File: config.mk
export PLATFORM = sky130hd
export DESIGN_NAME = qarma_diffusion_sequencer
export DESIGN_NICKNAME = d
export VERILOG_FILES = /design/src/rtl/qarma_diffusion_sequencer.sv
export SDC_FILE = /design/constraint.sdc
export NUM_CORES = 1
export LEC_CHECK = 0
export BUFFER_PORTS_ARGS = -buffer_cell sky130_fd_sc_hd__buf_2
export CORE_ASPECT_RATIO = 1.2
export CORE_UTILIZATION = 30
export CTS_CLUSTER_DIAMETER = 50
export CTS_CLUSTER_SIZE = 10
export DETAILED_ROUTE_END_ITERATION = 10
export SKIP_LAST_GASP = 1
export SLEW_MARGIN = 20
export SYNTH_ARGS = -nofsm -noshare
export SYNTH_HDL_FRONTEND = slang
export SYNTH_SLANG_ARGS = --single-unit
File: constraint.sdc
create_clock -name clk -period 3.6 [get_ports clk]
set_input_delay 0.72 -clock clk [delete_from_list [all_inputs] [get_ports clk]]
set_output_delay 0.72 -clock clk [all_outputs]
set_load 0.005 [all_outputs]
File: src/rtl/qarma_diffusion_sequencer.sv
// Iterative QARMA diffusion sequencer: applies N rounds of
// state <= MixColumns(state) ^ rk[round], one round per clock, between a
// valid/ready input handshake and a valid/ready output handshake.
module qarma_diffusion_sequencer #(
  parameter int          N_BITS     = 128,
  parameter logic [11:0] ABC        = 12'h145,
  parameter int          MAX_ROUNDS = 15,
  parameter int          CNT_W      = 4
) (
  input  logic              clk,
  input  logic              rst_n,
  input  logic              in_valid,
  output logic              in_ready,
  input  logic [N_BITS-1:0] in_data,
  input  logic [CNT_W-1:0]  in_rounds,
  output logic [CNT_W-1:0]  rk_idx,
  input  logic [N_BITS-1:0] rk_data,
  output logic              out_valid,
  input  logic              out_ready,
  output logic [N_BITS-1:0] out_data,
  output logic              busy
);

  localparam int M_BITS = N_BITS / 16;
  // Rotation amounts reduced modulo the cell width; 0 means identity.
  localparam int ROT_A  = int'(ABC[11:8]) % M_BITS;
  localparam int ROT_B  = int'(ABC[7:4]) % M_BITS;
  localparam int ROT_C  = int'(ABC[3:0]) % M_BITS;

  typedef enum logic [1:0] {
    IDLE = 2'd0,
    RUN  = 2'd1,
    DONE = 2'd2
  } state_e;

  state_e              fsm_q;
  logic [N_BITS-1:0]   state_q;
  logic [N_BITS-1:0]   out_data_q;
  logic [CNT_W-1:0]    cnt_q;
  logic [CNT_W-1:0]    target_q;
  logic                out_valid_q;

  logic [N_BITS-1:0]   mix;
  logic [N_BITS-1:0]   round_d;
  logic [CNT_W-1:0]    in_target;

  // Circular left rotation within one cell; amt is already in [0, M_BITS).
  function automatic logic [M_BITS-1:0] rotl(input logic [M_BITS-1:0] x, input int amt);
    logic [2*M_BITS-1:0] dbl;
    logic [2*M_BITS-1:0] shf;
    dbl = {x, x};
    shf = dbl >> (M_BITS - amt);
    return shf[M_BITS-1:0];
  endfunction

  // One MixColumns cell per generate iteration: cell k sits at row k/4,
  // column k%4, MSB-first; each output cell mixes the other three cells of
  // its column.
  for (genvar gi = 0; gi < 16; gi++) begin : g_mix
    localparam int ROW = gi / 4;
    localparam int COL = gi % 4;
    localparam int K1  = ((ROW + 1) % 4) * 4 + COL;
    localparam int K2  = ((ROW + 2) % 4) * 4 + COL;
    localparam int K3  = ((ROW + 3) % 4) * 4 + COL;

    assign mix[N_BITS-1-gi*M_BITS -: M_BITS] =
        rotl(state_q[N_BITS-1-K1*M_BITS -: M_BITS], ROT_A) ^
        rotl(state_q[N_BITS-1-K2*M_BITS -: M_BITS], ROT_B) ^
        rotl(state_q[N_BITS-1-K3*M_BITS -: M_BITS], ROT_C);
  end

  assign round_d   = mix ^ rk_data;
  // Oversized requests are clamped so the counter can never wrap.
  assign in_target = (in_rounds > CNT_W'(MAX_ROUNDS)) ? CNT_W'(MAX_ROUNDS) : in_rounds;

  // Control FSM plus datapath registers; outputs are registered here.
  always_ff @(posedge clk) begin
    if (!rst_n) begin
      fsm_q       <= IDLE;
      state_q     <= '0;
      out_data_q  <= '0;
      cnt_q       <= '0;
      target_q    <= '0;
      out_valid_q <= 1'b0;
    end else begin
      case (fsm_q)
        IDLE: begin
          if (in_valid) begin
            state_q  <= in_data;
            cnt_q    <= '0;
            target_q <= in_target;
            if (in_target == '0) begin
              fsm_q       <= DONE;
              out_valid_q <= 1'b1;
              out_data_q  <= in_data;
            end else begin
              fsm_q <= RUN;
            end
          end
        end
        RUN: begin
          state_q <= round_d;
          cnt_q   <= cnt_q + CNT_W'(1);
          if (cnt_q == target_q - CNT_W'(1)) begin
            fsm_q       <= DONE;
            out_valid_q <= 1'b1;
            out_data_q  <= round_d;
          end
        end
        DONE: begin
          // Result is held for as long as the consumer stalls.
          if (out_ready) begin
            fsm_q       <= IDLE;
            out_valid_q <= 1'b0;
          end
        end
        default: fsm_q <= IDLE;
      endcase
    end
  end

  // Gating with rst_n keeps in_ready low while reset is asserted.
  assign in_ready  = rst_n & (fsm_q == IDLE);
  assign busy      = (fsm_q != IDLE);
  assign rk_idx    = (fsm_q == RUN) ? cnt_q : '0;
  assign out_valid = out_valid_q;
  assign out_data  = out_data_q;

endmodule

==> results.md, run 1 <==
| Parameter | This run | Unit |
| --- | --- | --- |
| Initial antenna violation count | 9 | - |
| Maximum number of pins on one net before global-route repair | 138 | - |
| Std cell rows | 85 | - |
| Source of the worst register-to-register timing path | fsm_q[0] | - |
| Vias post-DR | 13600 | - |
| Full die area | 46800 | µm² |
| DRC marker count from the first detailed-route iteration | 644 | - |
| FF+latch count, synth | 267 | - |
| Number of cells after detailed placement | 2696 | - |
| Max-cap viol count | 0 | - |
| Clock Sink Count | 267 | - |
| Number of nets in the synthesized netlist | 2083 | - |
| Clock period minus worst slack | 2.59 | ns |
| Starting density of the core | 0.306 | - |
| Leftover overflow at the end of global routing | 0 | - |
| Total CTS buffers | 38 | - |
| Total count of max-transition violations in the final report | 0 | - |
| Number of filler instances in the final layout | 4797 | - |
| Count of endpoints failing setup in the final report | 0 | - |
| Clock tree from TritonCTS | built | - |
| Worst R2R Path Depth | 5 | - |
| Slew Limit Headroom | 0.436 | - |
| Mean routed wirelength per cell | 17.5 | µm |
| Overall routing resource usage | 0.199 | - |
| Detailed placement HPWL | 32700 | µm |
| Sequential standard cell area | 5350 | µm² |
| Power density cells | 561 | nW/µm² |
| Area delta synth->final | 26.8 | % |
| Register-to-register path setup slack | 1.30 | ns |
| Most area-hungry cell type in the Yosys netlist | sky130_fd_sc_hd__dfxtp_1 | - |
| F_max | 0.385 | GHz |
| Synth Area per Inst | 7.59 | µm² |
| Final TNS setup | 0 | ns |
| Number of warning messages in the yosys log | 0 | - |
| Global-route wire length before repair | 73500 | µm |
| Largest buffer count on any clock path | 3 | - |
| Largest voltage drop on the vdd net | 258 | µV |
| Number of cells produced by synthesis | 1817 | - |
| Worst min-delay path class | reg -> reg | - |
| Share of the core filled with cells | 0.388 | - |
| First element of the critical path | fsm_q[0] | - |
| Layout cells sized above 1 | 0.223 | - |
| Critical path peak fanout | 9 | - |
| Antenna-violating nets left | 0 | - |
| Largest family of logic cells by synthesized area | simple AND/OR/NAND/NOR gates | - |
| PortBufs | 398 | - |
| Leakage power of the design | 6.98 | nW |
| Netlist cell types | 31 | - |
| Critical R2R Capture | out_data[27] | - |
| Placement Cell Area | 16200 | µm² |
| Sequential share of the synthesized area | 0.388 | - |
| Setup repair after global routing missed its margin | false | - |
| Total area of multi-input combinational cells | 7840 | µm² |
| Vias per std cell | 4.93 | - |
| Boundary pin count | 399 | - |
| Crit path required time | 2.88 | ns |
| Fraction of the mapped netlist area in simple logic gates | 0.210 | - |
| Startpoint types | flip-flop | - |
| Post-synthesis mux area share | 0.00290 | - |
| Root Buffer | sky130_fd_sc_hd__clkbuf_16 | - |
| Slew @ Worst Pin | 0.846 | ns |
| Setup clock skew after layout | 0.0176 | ns |
| Placeable core area | 45100 | µm² |
| Post-cts hold buffer count | 0 | - |
| Final Hold Vio Count | 0 | - |
| Yosys top cell area share | 0.388 | - |
| Clock slew at reported path FFs | 0.06 | ns |
| Worst hold slack across all endpoints | 0.445 | ns |
| Sort of element at the end of the critical path | primary output | - |
| DRC errors left | 0 | - |
| Data arrival time of the critical path | 1.87 | ns |
| Fraction of the mapped netlist area in adder cells | 0.00182 | - |
| Non-filler cells, final | 2763 | - |
| Length of the first detailed-routing pass in iterations | 4 | - |
| Die Ht | 237 | µm |
| Kind of critical path | reg -> out | - |
| Number of post-CTS setup repair buffers | 0 | - |
| Clock latency at the later pin of the worst-skew pair | 0.52 | ns |
| Total non-filler cell area in the finished layout | 17500 | µm² |
| End of the critical path | rk_idx[1] | - |
| Nets@finish | 2393 | - |
| Xor and xnor fraction of the mapped netlist area | 0.208 | - |
| Number of H-tree levels | 2 | - |
| # resized after CTS | 0 | - |
| Compound-cell area share of the yosys netlist | 0.144 | - |
| Via count of the first global-routing pass | 13100 | - |
| Status | finished clean | - |
| Post-synthesis instance area | 13800 | µm² |
| Die outline width | 198 | µm |
| Cell types occupying the most area after synthesis | sky130_fd_sc_hd__dfxtp_1 (39%), sky130_fd_sc_hd__xnor2_1 (21%), sky130_fd_sc_hd__nand2_1 (14%), sky130_fd_sc_hd__o21ai_0 (7.6%), sky130_fd_sc_hd__nand4_1 (5.9%) | - |
| Final RePlAce weighted congestion | 0.853 | - |
| Routed wire length | 48300 | µm |
| Period utilisation layout | 0.721 | - |
## cell usage after synthesis, drive strengths merged
| master | number |
|---|---|
| nor2 | 15 |
| a211oi | 1 |
| inv | 4 |
| nand4 | 129 |
| and2 | 5 |
| xor2 | 4 |
| nor3b | 1 |
| buf | 59 |
| a32oi | 1 |
| a21oi | 130 |
| or2 | 1 |
| nand2b | 1 |
| nor3 | 2 |
| o21ai | 259 |
| and3 | 1 |
| nand2 | 516 |
| nand3 | 1 |
| ha | 2 |
| dfxtp | 267 |
| xnor2 | 323 |
| o211ai | 1 |
| mux2i | 4 |
| clkbuf | 86 |
| o21a | 1 |
| nor2b | 1 |
| a22oi | 1 |
| nor4 | 1 |
## metrics by stage
step / power, mW / worst slack (ns)
after floorplan: 5.31 / 1.55
after global placement: 6.11 / 0.936
final: 9.81 / 1.01
after detailed placement: 6.16 / 0.929
after CTS: 9.93 / 0.966
after global routing: 10.3 / 0.879
## logic make-up after synthesis
logic type	Yosys count
AND/OR/NAND/NOR	674
adder cells (fa/ha/maj)	2
multiplexers	4
flip-flops	267
buffers and inverters	149
XOR/XNOR	327
AO/OA/AOI/OAI	394
## worst min-delay path by stage
stage	slack [ns]	start	end	cells past startpoint
after global placement	0.44	out_data[21]	out_data[21]	2
after global routing	0.47	out_data[103]	out_data[103]	2
after floorplan	0.44	out_data[107]	out_data[107]	2
final	0.44	out_data[120]	out_data[120]	2
after detailed placement	0.44	out_data[18]	out_data[18]	2
after CTS	0.43	in_rounds[0]	target_q[0]	3
## flip-flops by register name, indices dropped and copies added (netlist names)
name and count:
out_data 128, state_q 128, cnt_q 4, target_q 4
fsm_q 2, out_valid 1
## report_power, final
part	switching, mW	internal, mW
sequential	0.273	3.25
clock	1.40	2.32
combinational	1.46	1.10
## metal layers
| metal | GRT usage | part of all wire |
|---|---|---|
| met4 | 0.0782 | 0.029 |
| met1 | 0.250 | 0.43 |
| met2 | 0.341 | 0.49 |
| met5 | 0 | 0 |
| met3 | 0.0303 | 0.055 |
## worst max-delay path, stage by stage, from the launching register on
cell and delay [ns]:
sky130_fd_sc_hd__dfxtp_1 0.51, sky130_fd_sc_hd__nor2b_1 0.49, sky130_fd_sc_hd__and2_1 0.23, sky130_fd_sc_hd__buf_2 0.12
## cells in the final DEF (no fill, tap or decap), drive strengths merged, types with 2 or more instances in the layout
cell type	instances
nand2	516
buf	415
xnor2	323
dfxtp	267
o21ai	259
a21oi	130
nand4	129
clkbuf	47
nor2	15
diode	8
clkinv	6
and2	5
inv	5
xor2	4
mux2i	4
bufinv	3
ha	2
clkinvlp	2
nor3	2
## cell type report
cell class	count	share of cell area
Sequential cell	267	0.306
Clock buffer	47	0.0617
Inverter	4	0.00100
Clock inverter	12	0.00866
Antenna cell	8	0.00114
Timing Repair Buffer	415	0.130
Multi-Input combinational cell	1401	0.449
Tap cell	609	0.0436
No activity file was read; power rests on OpenSTA's default activity.
==> inputs of run 2 (changes only) <==
- ABC_AREA: default -> 1
- clock period: 3.6 -> 2.2 ns (I/O delays scaled with it)
==> run 2 against run 1 <==
- clock-buffer cell count is 5 higher
- utilization increased by 0.52 points
- power grew 150%
- final area rose by 16%
- die area is 13% higher
- worst hold slack worse by 0.25 ns
- routed wire length increased by 26%
- synthesized cell count grew 29%
- first-iteration DRC count increased by 27%
- final cell count grew 25%
- worst setup slack got worse by 0.90 ns
- via count up 16%
==> results.md, run 2 <==
| Parameter | This run | Unit |
| --- | --- | --- |
| Async set-or-reset flop fraction in the synthesized netlist | 0 | - |
| DRC errors left | 0 | - |
| FF+latch count, synth | 267 | - |
| Met2 routed wirelength | 29200 | µm |
| Netlist cell types | 31 | - |
| Routed wire length | 60800 | µm |
| Primary FF master, synth | sky130_fd_sc_hd__dfxtp_1 | - |
| Std cell rows | 91 | - |
| Full die area | 53100 | µm² |
| Final Worst Setup Slack | 0.102 | ns |
| Data arrival time of the critical path | 2.57 | ns |
| Kind of critical path | reg -> reg | - |
| Delay-heaviest family, CP | buffers and inverters | - |
| Number of cells after detailed placement | 3372 | - |
| Post-synthesis instance area | 15600 | µm² |
| Highest metal layer with signal wires | met5 | - |
| Final TNS setup | 0 | ns |
| Share of the core filled with cells | 0.393 | - |
| Wire length on met3 | 3810 | µm |
| Total CTS buffers | 39 | - |
| Count of endpoints failing setup in the final report | 0 | - |
| CP cell instances | inv_2 > nor2_4 > buf_4 > buf_16 > nand2_2 > nand3_4 > buf_4 > clkbuf_16 > nor2_1 > nor3b_1 | - |
| Post-synth EDFFs | 0 | - |
| Power density cells | 1200 | nW/µm² |
| Clock latency at the later pin of the worst-skew pair | 0.56 | ns |
| Max-cap viol count | 0 | - |
| Number of H-tree levels | 2 | - |
| Switching fraction of total power | 0.409 | - |
| Global-route wire length before repair | 84600 | µm |
| Non-filler cells, final | 3464 | - |
| Most used cells in the layout excluding fill and tap cells | sky130_fd_sc_hd__nand2_1 (656), sky130_fd_sc_hd__buf_2 (397), sky130_fd_sc_hd__inv_1 (337), sky130_fd_sc_hd__dfxtp_1 (265), sky130_fd_sc_hd__o21ai_0 (256) | - |
| Total count of max-transition violations in the final report | 0 | - |
| Placement Cell Area | 18500 | µm² |
| Layout cells sized above 1 | 0.200 | - |
| Portion of total power attributed to combinational logic | 0.449 | - |
| Die Ht | 252 | µm |
| Vias post-DR | 15800 | - |
| Psw | 9.93 | mW |
| PnR Total Power | 24.3 | mW |
| PortBufs | 398 | - |
| Sum of buffers and inverters on the critical path | 5 | - |
| Largest voltage drop on the vdd net | 527 | µV |
| Clock tree from TritonCTS | built | - |
| Mean routed wirelength per cell | 17.6 | µm |
| DRC marker count from the first detailed-route iteration | 821 | - |
| Area delta synth->final | 29.2 | % |
| Clock period minus worst slack | 2.10 | ns |
| Slew Limit Headroom | 0.649 | - |
| Nets@finish | 3005 | - |
| Crit path required time | 2.67 | ns |
| Maximum number of pins on one net before global-route repair | 93 | - |
| Antenna-violating nets left | 0 | - |
| WL met1 | 24900 | µm |
| Register-to-register path setup slack | 0.10 | ns |
| Largest buffer count on any clock path | 3 | - |
| Critical path's largest stage delay | 0.34 | ns |
| Sort of element at the end of the critical path | flip-flop | - |
| Number of warning messages in the yosys log | 0 | - |
| Final Hold Vio Count | 0 | - |
| Clock Sink Count | 267 | - |
| F_max | 0.477 | GHz |
| Synth Area per Inst | 6.65 | µm² |
| Cell with the most instances after synthesis | sky130_fd_sc_hd__nand2_1 | - |
| Number of filler instances in the final layout | 5561 | - |
| Root Buffer | sky130_fd_sc_hd__clkbuf_16 | - |
| Number of cells produced by synthesis | 2353 | - |
| Leakage power of the design | 10.4 | nW |
| Setup clock skew after layout | 0.0198 | ns |
| Startpoint types | flip-flop | - |
| Number of nets in the synthesized netlist | 2619 | - |
| Final RePlAce weighted congestion | 0.861 | - |
| Initial antenna violation count | 14 | - |
| Die outline width | 210 | µm |
| Cell types occupying the most area after synthesis | sky130_fd_sc_hd__dfxtp_1 (34%), sky130_fd_sc_hd__nand2_1 (16%), sky130_fd_sc_hd__xnor2_1 (14%), sky130_fd_sc_hd__o21ai_0 (8.3%), sky130_fd_sc_hd__inv_1 (8.2%) | - |
| Yosys top cell area share | 0.342 | - |
| Length of the first detailed-routing pass in iterations | 5 | - |
| Post-cts hold buffer count | 0 | - |
| Vias per std cell | 4.55 | - |
| Boundary pin count | 399 | - |
| P_int | 14.4 | mW |
| Starting density of the core | 0.304 | - |
| Slew @ Worst Pin | 0.522 | ns |
| Worst hold slack across all endpoints | 0.196 | ns |
| Worst min-delay path class | in -> reg | - |
| Total non-filler cell area in the finished layout | 20200 | µm² |
| Placeable core area | 51500 | µm² |
| Setup repair after global routing missed its margin | true | - |
| Clock share of power | 0.249 | - |
| Most used standard cells in the synthesized netlist | sky130_fd_sc_hd__nand2_1 (659), sky130_fd_sc_hd__inv_1 (340), sky130_fd_sc_hd__dfxtp_1 (267) | - |
| Share of power burned in registers | 0.302 | - |
| Period utilisation layout | 0.954 | - |
| Clock slew at reported path FFs | 0.06 | ns |
| Status | finished clean | - |
| Sequential share of the synthesized area | 0.342 | - |
| Overall routing resource usage | 0.211 | - |
| Most area-hungry cell type in the Yosys netlist | sky130_fd_sc_hd__dfxtp_1 | - |
| Most common cell on crit path | sky130_fd_sc_hd__buf_4 | - |
| Leftover overflow at the end of global routing | 0 | - |
| Via count of the first global-routing pass | 14700 | - |
| Critical path peak fanout | 31 | - |
| Detailed placement HPWL | 42700 | µm |
| CP max-delay cell | sky130_fd_sc_hd__dfxtp_1 | - |
| Most common cell after layout, fill and taps aside | sky130_fd_sc_hd__nand2_1 | - |
| Minimum setup slack after placement | 0.136 | ns |
==> run 2: cell types whose count changed in the layout (fill, tap and decap cells not counted), sizes merged, moves of 27 or more <==
cell   change
buf       +37
inv      +347
nand2    +144
nand3     +27
nand4    -105
nor2     +131
nor3b     +39
xnor2     -72
==> run 2: power by group through the flow <==
stage          Sequential [mW]  Combinational [mW]  Clock, mW
5_1_grt                   7.50                12.2       6.42
4_1_cts                   7.34                10.4       6.19
6_report                  7.34                10.9       6.04
3_3_place_gp              7.43                10.2          0
2_1_floorplan             7.10                7.15          0
3_5_place_dp              7.43                10.2          0
==> run 2: area by class of cell <==
class / instances / area, µm² / share of cell area
Antenna cell: 3 / 7.51 / 0.000371
Clock buffer: 52 / 1050 / 0.0522
Clock inverter: 14 / 154 / 0.00761
Inverter: 346 / 1310 / 0.0650
Multi-Input combinational cell: 1625 / 8570 / 0.424
Sequential cell: 267 / 5350 / 0.264
Tap cell: 697 / 872 / 0.0431
Timing Repair Buffer: 460 / 2900 / 0.144
==> run 2: metal layers <==
metal / global-route usage / up-vias
li1: - / 8040
met1: 0.242 / 7177
met2: 0.364 / 426
met3: 0.0548 / 120
met4: 0.102 / 10
met5: 0 / -
==> run 2: tightest hold or removal path, stage by stage <==
cell	delay [ns]
sky130_fd_sc_hd__buf_2	0.09
sky130_fd_sc_hd__o21ai_0	0.08
sky130_fd_sc_hd__a21oi_1	0.10
==> run 2: logic make-up after synthesis <==
family / synth area share
AO/OA/AOI/OAI: 0.143
adder cells (fa/ha/maj): 0.00160
XOR/XNOR: 0.153
AND/OR/NAND/NOR: 0.247
flip-flops: 0.342
buffers and inverters: 0.114
==> run 2: repair_timing <==
action / CTS / global route
cloned: 1 / 14
pin swaps: 1 / 7
buffers inserted: 1 / 7
setup endpoints to repair: 1 / 54
resized for setup: 2 / 25
==> run 2: path summary, 6_finish.rpt <==
path,start,end,cells after the start
worst max-delay path,fsm_q[0],out_data[126],10
worst max register to register,fsm_q[0],out_data[126],10
worst min-delay path,in_rounds[3],target_q[3],3
worst min register to register,out_data[120],out_data[120],2
==> inputs of run 3 (changes only) <==
- CELL_PAD_IN_SITES_DETAIL_PLACEMENT: default -> 2
- CELL_PAD_IN_SITES_GLOBAL_PLACEMENT: default -> 2
- CORE_UTILIZATION: 30 -> 26
- CTS_BUF_LIST: default -> sky130_fd_sc_hd__clkbuf_8 sky130_fd_sc_hd__clkbuf_16
- PLACE_DENSITY_LB_ADDON: default -> 0.1
==> run 3 against run 2 <==
- clock skew is 0.0047 ns lower
- critical path depth up 5
- register-to-register slack lost 0.03 ns
- critical path type unchanged
- utilization fell by 3.8 points
- maximum frequency shrank 1.6%
- global-route usage grew 2.9 points
- sequential power increased by 0.8%
- power up 9.9%
- via count up 5.6%
- clock-buffer cell count rose by 2
- combinational power increased by 8%
- sequential share of layout area down 1.1 points
- critical endpoint is now out_data[9]
==> results.md, run 3 (synthesized netlist as in run 2, its figures left out) <==
| Parameter | This run | Unit |
| --- | --- | --- |
| Most used cells in the layout excluding fill and tap cells | sky130_fd_sc_hd__nand2_1 (653), sky130_fd_sc_hd__buf_2 (397), sky130_fd_sc_hd__inv_1 (339), sky130_fd_sc_hd__dfxtp_1 (264), sky130_fd_sc_hd__xnor2_1 (251) | - |
| Mean routed wirelength per cell | 20.6 | µm |
| Startpoint types | flip-flop | - |
| Share of power burned in registers | 0.277 | - |
| Std cell rows | 98 | - |
| Clock period minus worst slack | 2.13 | ns |
| Delay-heaviest family, CP | simple AND/OR/NAND/NOR gates | - |
| Clock latency at the later pin of the worst-skew pair | 0.58 | ns |
| Full die area | 61200 | µm² |
| P_int | 15.6 | mW |
| Minimum setup slack after placement | -0.00568 | ns |
| Number of H-tree levels | 2 | - |
| Psw | 11.1 | mW |
| Kind of critical path | reg -> reg | - |
| Total count of max-transition violations in the final report | 0 | - |
| Initial antenna violation count | 16 | - |
| Number of filler instances in the final layout | 7143 | - |
| Period utilisation layout | 0.969 | - |
| Length of the first detailed-routing pass in iterations | 4 | - |
| Leftover overflow at the end of global routing | 0 | - |
| Critical path's largest stage delay | 0.34 | ns |
| DRC marker count from the first detailed-route iteration | 485 | - |
| Vias post-DR | 16700 | - |
| Leakage power of the design | 10.7 | nW |
| CP cell instances | inv_2 > ha_4 > nand2_2 > inv_2 > nor2_4 > nand2_2 > nor2_1 > nand2_1 > nand2_2 > nand3_4 > buf_12 > buf_16 > clkbuf_16 > nand2_1 > nor3b_1 | - |
| Starting density of the core | 0.263 | - |
| Vias per std cell | 4.61 | - |
| Maximum number of pins on one net before global-route repair | 112 | - |
| Overall routing resource usage | 0.241 | - |
| PnR Total Power | 26.7 | mW |
| Sort of element at the end of the critical path | flip-flop | - |
| Worst min-delay path class | in -> reg | - |
| Routed wire length | 74400 | µm |
| Largest voltage drop on the vdd net | 506 | µV |
| Data arrival time of the critical path | 2.62 | ns |
| Area delta synth->final | 34.8 | % |
| Final RePlAce weighted congestion | 0.837 | - |
| Count of endpoints failing setup in the final report | 0 | - |
| Total CTS buffers | 47 | - |
| Number of cells after detailed placement | 3498 | - |
| Critical path peak fanout | 7 | - |
| Share of the core filled with cells | 0.355 | - |
| Global-route wire length before repair | 110000 | µm |
| CP max-delay cell | sky130_fd_sc_hd__dfxtp_2 | - |
| Power density cells | 1260 | nW/µm² |
| Portion of total power attributed to combinational logic | 0.441 | - |
| Placeable core area | 59500 | µm² |
| PortBufs | 398 | - |
| Detailed placement HPWL | 54300 | µm |
| Via count of the first global-routing pass | 18400 | - |
| Most common cell on crit path | sky130_fd_sc_hd__nand2_2 | - |
| Die outline width | 226 | µm |
| Setup repair after global routing missed its margin | false | - |
| Setup clock skew after layout | 0.0150 | ns |
| F_max | 0.469 | GHz |
| Crit path required time | 2.69 | ns |
| Clock Sink Count | 267 | - |
| Clock slew at reported path FFs | 0.06 | ns |
| Clock share of power | 0.281 | - |
| Sum of buffers and inverters on the critical path | 5 | - |
| Non-filler cells, final | 3614 | - |
| Largest buffer count on any clock path | 3 | - |
| Boundary pin count | 399 | - |
| Switching fraction of total power | 0.416 | - |
| Slew @ Worst Pin | 0.673 | ns |
| Die Ht | 271 | µm |
| DRC errors left | 0 | - |
| Most common cell after layout, fill and taps aside | sky130_fd_sc_hd__nand2_1 | - |
| Layout cells sized above 1 | 0.226 | - |
| Root Buffer | sky130_fd_sc_hd__clkbuf_16 | - |
| Status | finished clean | - |
| Final Hold Vio Count | 0 | - |
| Slew Limit Headroom | 0.551 | - |
| Nets@finish | 3040 | - |
| Max-cap viol count | 0 | - |
| Clock tree from TritonCTS | built | - |
| Antenna-violating nets left | 0 | - |
| Final Worst Setup Slack | 0.0680 | ns |
[run 3: final timing paths]
check / from / slack (ns) / to / depth (start not counted)
max reg2reg: target_q[0] / 0.07 / out_data[9] / 15
min reg2reg: out_data[106] / 0.47 / out_data[106] / 2
max: target_q[0] / 0.07 / out_data[9] / 15
min: in_rounds[3] / 0.20 / target_q[3] / 3
[run 3: power groups by stage]
stage / Combinational (mW) / Sequential [mW] / Clock, mW
floorplan: 7.15 / 7.10 / 0
global placement: 10.7 / 7.46 / 0
detailed placement: 11.1 / 7.50 / 0
CTS: 11.8 / 7.42 / 7.76
global route: 13.2 / 7.58 / 7.93
finish: 11.8 / 7.40 / 7.51
[run 3: tightest hold or removal path: stages]
cell	delay, ns
sky130_fd_sc_hd__buf_2	0.09
sky130_fd_sc_hd__o21ai_0	0.08
sky130_fd_sc_hd__a21oi_1	0.12
[run 3: cell type report]
cell class	instances	area, µm²	share of cell area
clock inverters	31	288	0.0136
repair buffers	487	3180	0.151
well taps	800	1000	0.0474
diodes	4	10.0	0.000474
inverters	346	1310	0.0620
multi-input cells	1625	8670	0.411
clock buffers	54	1290	0.0614
flip-flops and latches	267	5350	0.254
[run 3: per-stage QoR]
step                setup TNS (ns)  cell area, µm²  hold WS (ns)
floorplan                        0           15600         0.456
global placement                 0           18800         0.452
detailed placement        -0.00568           18800         0.464
CTS                         -0.496           20800         0.152
global route                     0           21100         0.177
finish                           0           21100         0.202
[run 3: layer usage]
metal / vias up / track usage / part of all wire
met5: - / 0 / 0.0018
met4: 20 / 0.0736 / 0.028
met3: 106 / 0.0570 / 0.054
met2: 303 / 0.422 / 0.49
met1: 8107 / 0.286 / 0.43
li1: 8122 / - / -
[run 3: what timing repair did]
action | CTS | global route
gates cloned | 7 | 5
pin swaps | 8 | 9
gates resized for setup | 41 | 35
endpoints found under the hold margin | 0 | 0
setup endpoints to repair | 85 | 120
buffers inserted | 10 | 6
hold buffers | 0 | 0
